===== config.mk =====
export PLATFORM = sky130hd
export DESIGN_NAME = systolic_array_param
export DESIGN_NICKNAME = d
export VERILOG_FILES = /design/src/rtl/systolic_array_param.sv
export SDC_FILE = /design/constraint.sdc
export NUM_CORES = 2
export LEC_CHECK = 0
export BUFFER_PORTS_ARGS = -buffer_cell sky130_fd_sc_hd__buf_4
export CAP_MARGIN = 20
export CORE_ASPECT_RATIO = 1.4
export CORE_MARGIN = 2
export CORE_UTILIZATION = 62
export DETAILED_ROUTE_END_ITERATION = 16
export PLACE_DENSITY = 0.9
export SYNTH_ARGS = -nofsm -noshare
export SYNTH_HDL_FRONTEND = slang
export SYNTH_SLANG_ARGS = --single-unit
export TNS_END_PERCENT = 10

===== constraint.sdc =====
create_clock -name clk -period 9.6 [get_ports clk]
set_input_delay 1.44 -clock clk [delete_from_list [all_inputs] [get_ports clk]]
set_output_delay 1.44 -clock clk [all_outputs]
set_load 0.05 [all_outputs]

===== src/rtl/systolic_array_param.sv =====
// Weight-stationary systolic array of signed fixed-point MAC PEs with double-buffered
// weights, diagonal weight-swap propagation and a runtime limit on enabled columns.
module systolic_array_param #(
  parameter int ROWS     = 2,
  parameter int COLS     = 2,
  parameter int DATA_W   = 16,
  parameter int FRAC     = 8,
  parameter int SATURATE = 1
) (
  input  logic                     clk,
  input  logic                     rst,
  input  logic [ROWS*DATA_W-1:0]   sys_data_in,
  input  logic [ROWS-1:0]          sys_valid_in,
  input  logic [COLS*DATA_W-1:0]   sys_weight_in,
  input  logic [COLS-1:0]          sys_accept_w,
  input  logic                     sys_switch_in,
  input  logic [15:0]              ub_rd_col_size_in,
  input  logic                     ub_rd_col_size_valid_in,
  output logic [COLS*DATA_W-1:0]   sys_data_out,
  output logic [COLS-1:0]          sys_valid_out
);

  typedef logic signed [DATA_W-1:0] word_t;

  localparam int    PROD_W   = 2 * DATA_W;
  localparam int    SUM_W    = 2 * DATA_W + 1;
  localparam word_t WORD_MAX = word_t'({1'b0, {(DATA_W-1){1'b1}}});
  localparam word_t WORD_MIN = word_t'({1'b1, {(DATA_W-1){1'b0}}});

  function automatic word_t mac(input word_t a, input word_t w, input word_t p);
    logic signed [PROD_W-1:0] prod;
    logic signed [SUM_W-1:0]  sum;
    prod = PROD_W'(a) * PROD_W'(w);
    // Keep the whole shifted product so an oversized result clamps rather than aliasing.
    sum  = SUM_W'(prod >>> FRAC) + SUM_W'(p);
    if (SATURATE != 0) begin
      if (sum > SUM_W'(WORD_MAX)) return WORD_MAX;
      if (sum < SUM_W'(WORD_MIN)) return WORD_MIN;
    end
    return word_t'(sum[DATA_W-1:0]);
  endfunction

  // Per-PE state
  word_t w_inact  [ROWS][COLS];
  word_t w_act    [ROWS][COLS];
  word_t act_q    [ROWS][COLS];
  word_t psum_q   [ROWS][COLS];
  logic  valid_q  [ROWS][COLS];
  logic  switch_q [ROWS][COLS];
  logic [15:0] col_size;

  // Per-PE inputs, gathered from neighbours or from the array edge
  word_t act_w    [ROWS][COLS];
  logic  valid_w  [ROWS][COLS];
  logic  sw_w     [ROWS][COLS];
  word_t w_n      [ROWS][COLS];
  word_t psum_n   [ROWS][COLS];
  logic [15:0]     col_size_nxt;
  logic [COLS-1:0] col_en;

  // NOTE: every element of every array below is written on each pass, so no latch can form.
  always_comb begin
    for (int r = 0; r < ROWS; r++) begin
      act_w[r][0]   = word_t'(sys_data_in[r*DATA_W +: DATA_W]);
      valid_w[r][0] = sys_valid_in[r];
      for (int c = 1; c < COLS; c++) begin
        act_w[r][c]   = act_q[r][c-1];
        valid_w[r][c] = valid_q[r][c-1];
        sw_w[r][c]    = switch_q[r][c-1];
      end
    end
    sw_w[0][0] = sys_switch_in;
    for (int r = 1; r < ROWS; r++) begin
      sw_w[r][0] = switch_q[r-1][0];
    end
    for (int c = 0; c < COLS; c++) begin
      w_n[0][c]    = word_t'(sys_weight_in[c*DATA_W +: DATA_W]);
      psum_n[0][c] = '0;
      for (int r = 1; r < ROWS; r++) begin
        w_n[r][c]    = w_inact[r-1][c];
        psum_n[r][c] = psum_q[r-1][c];
      end
    end
  end

  // A freshly latched column count already gates the PEs on the edge that latches it.
  always_comb begin
    col_size_nxt = col_size;
    if (ub_rd_col_size_valid_in) begin
      col_size_nxt = (ub_rd_col_size_in > 16'(COLS)) ? 16'(COLS) : ub_rd_col_size_in;
    end
    col_en = '0;
    for (int c = 0; c < COLS; c++) begin
      col_en[c] = (16'(c) < col_size_nxt);
    end
  end

  // NOTE: the PE registers are reset too, because a reset must discard loaded weights and sums.
  always_ff @(posedge clk or negedge rst) begin
    if (!rst) begin
      col_size <= '0;
      for (int r = 0; r < ROWS; r++) begin
        for (int c = 0; c < COLS; c++) begin
          w_inact[r][c]  <= '0;
          w_act[r][c]    <= '0;
          act_q[r][c]    <= '0;
          psum_q[r][c]   <= '0;
          valid_q[r][c]  <= 1'b0;
          switch_q[r][c] <= 1'b0;
        end
      end
    end else begin
      col_size <= col_size_nxt;
      for (int r = 0; r < ROWS; r++) begin
        for (int c = 0; c < COLS; c++) begin
          if (sys_accept_w[c]) w_inact[r][c] <= w_n[r][c];
          // NOTE: non-blocking, so a swap coinciding with a shift captures the pre-shift weight.
          if (sw_w[r][c]) w_act[r][c] <= w_inact[r][c];
          switch_q[r][c] <= sw_w[r][c];
          act_q[r][c]    <= act_w[r][c];
          if (col_en[c]) begin
            valid_q[r][c] <= valid_w[r][c];
            psum_q[r][c]  <= valid_w[r][c] ? mac(act_w[r][c], w_act[r][c], psum_n[r][c]) : '0;
          end else begin
            valid_q[r][c] <= 1'b0;
            psum_q[r][c]  <= '0;
          end
        end
      end
    end
  end

  always_comb begin
    sys_data_out  = '0;
    sys_valid_out = '0;
    for (int c = 0; c < COLS; c++) begin
      sys_data_out[c*DATA_W +: DATA_W] = psum_q[ROWS-1][c];
      sys_valid_out[c]                 = valid_q[ROWS-1][c];
    end
  end

endmodule


==> flow_summary.ini <==
[run_status]
status = complete, no violations

[setup_path]
r2r_start = act_q[26]
crit_slowest_cell = dfrtp_1
worst_ep_arrival_time_ns = 9.72
cp-start-kind = flop
crit_fanout = 15
cp-end-kind = flop
crit_type = flop to flop
slowest_delay_ns = 0.59
crit_required_ns = 10.02
cp-startpoint = act_q[26]
crit_path_frequent_cell = fa_1

[timing]
max_freq_ghz = 0.108
report.final.slew_viol_count = 0
tightest_slew_ns = 1.03
period_minus_slack_ns = 9.29
fin_crit_sh_pct = 96.8
slew_headroom_pct = 31.3
hold_viol_final = 0
fin_skew_ns = 0.0149
setup_tns_ns = 0
setup_viol = 0

[synth]
syn_area_mm2 = 0.0495
syn-num-nets = 6622
ys_seq_area_share_pct = 12.4
ys_warn_count = 0
ys_seq_elements = 245
ys_async_sr_fraction_pct = 100
synth_cell_type_count = 96
postSynthCellCount = 5116
synth_edf_count = 0
synth_ff_type = dfrtp_1
avgSynthCellArea_um2 = 9.67

[final_layout]
final_common_cell = inv_1
drive_gt1_share_pct = 8.14
nets = 6656
most-common-layout-cells = inv_1 (1180), fa_1 (1046), nand2_1 (591), and2_1 (439), ha_1 (372)
final_core_util_pct = 66.3
finalNonFillerCells = 6230
area_growth_pct = 5.94

[global_route]
grt_max_degree = 150
antenna_found_initial = 6
track_usage_pct = 32.2
grt_pass1_vias = 41200
grt_pass1_wl_um = 208000
grt_overflow = 0

[placed_design]
dp_hpwl_um = 103000
place.gp.congestion = 0.967
port_buffers = 121
place_inst = 6172

[clock_tree]
ctsHoldBuffers = 0
clockBufferDepth = 3
cts-root-buf = clkbuf_16
cts_buffers = 29
cts_tree = built
numClockSinks = 245
cts.reportedPaths.clkPinSlew_ns = 0.07
cts.htree.levels = 1
insertion_delay_ns = 0.57

[die]
die_w_um = 243
die_y_um = 338
pin_count = 122
die_area_mm2 = 0.0821
initial_core_util_pct = 62.5
coreArea_mm2 = 0.0791
fp-row-count = 122

[route]
wl_per_cell_um = 20.4
met3_length_um = 9850
wl_met1_um = 41500
dr.pass1.iters = 6
dr_wl_met2_um = 64800
dr_total_vias = 36500
drt_wl_total_um = 127000
drc_errors = 0
vias_per_cell = 5.85
top_layer = met5
drt.antenna.violating_nets = 0
drtIter0Drc = 2843

[job]
cap_violations = 0

[worst_hold_path]
hp-start = w_inact[0]
worstHoldPathType = flop to flop
-- cell families after synthesis --
family,Yosys count,synth area share (%)
simple gates,1425,14.5
fa+ha+maj,1418,51.7
buf+inv,1360,10.5
compound gates,388,5.35
flops,245,12.4
xor+xnor,154,2.73
mux,126,2.86
-- worst paths after layout --
check | endpoint | slack (ns) | cells past startpoint
max | sys_data_out[30] | 0.31 | 33
min | w_inact[0] | 0.50 | 1
max reg2reg | sys_data_out[30] | 0.31 | 33
min reg2reg | w_inact[0] | 0.50 | 1
max in group asynchronous | w_act[4] | 7.29 | 2
min in group asynchronous | sys_data_out[15] | 0.89 | 1
-- layer usage --
layer	GRT usage, %	up-vias
li1	-	15400
met1	35.7	18500
met2	56.1	1830
met3	5.65	745
met4	22.8	2
met5	0	-
-- synth_stat cells, types with 65 or more instances --
library cell / count / area, um2
a21oi_1: 110 / 551
mux2_2: 124 / 1400
nor3_1: 65 / 325
o21ai_0: 71 / 355
nand2_1: 591 / 2220
ha_1: 372 / 4650
fa_1: 1046 / 20900
clkbuf_1: 159 / 597
inv_1: 1180 / 4430
and2_1: 439 / 2750
nor2_1: 115 / 432
dfrtp_1: 245 / 6130
xnor2_1: 114 / 998
-- worst max-delay path, delay by kind of cell (launching register included) --
kind | cells | cell delay [ns]
fa+ha+maj | 8 | 3.75
compound gates | 15 | 3.12
simple gates | 3 | 0.92
flops | 1 | 0.59
xor+xnor | 2 | 0.40
buf+inv | 5 | 0.37
-- what timing repair did --
item / 4_1_cts / 5_1_grt
resized for setup: 0 / 17
setup endpoints to repair: 0 / 30
setup buffers: 0 / 1
-- flip-flops by register name (all words and copies together) (netlist names) --
name           flops
w_act             64
w_inact           64
act_q             32
psum_n            32
sys_data_out      32
col_size          16
sw_w               2
sys_valid_out      2
valid_q            1
-- metrics by stage --
step | instance area, um2 | hold WS [ns] | worst slack [ns]
floorplan | 49500 | 0.352 | 0.478
finish | 52400 | 0.504 | 0.306
CTS | 52300 | 0.504 | 0.126
global route | 52400 | 0.518 | -0.0354
detailed placement | 51400 | 0.485 | -0.0915
global placement | 51400 | 0.475 | 0.0675
-- cell type report --
| type | count | area, um2 |
|---|---|---|
| Antenna cell | 6 | 15.0 |
| Inverter | 1180 | 4430 |
| Clock inverter | 16 | 143 |
| Timing Repair Buffer | 183 | 1410 |
| Tap cell | 1054 | 1320 |
| Sequential cell | 245 | 6140 |
| Multi-Input combinational cell | 3511 | 38200 |
| Clock buffer | 35 | 758 |
| Fill cell | 5649 | 26700 |
Power is not shown: default switching activity piles up to over one toggle a cycle in this logic, so the estimate is an artifact.
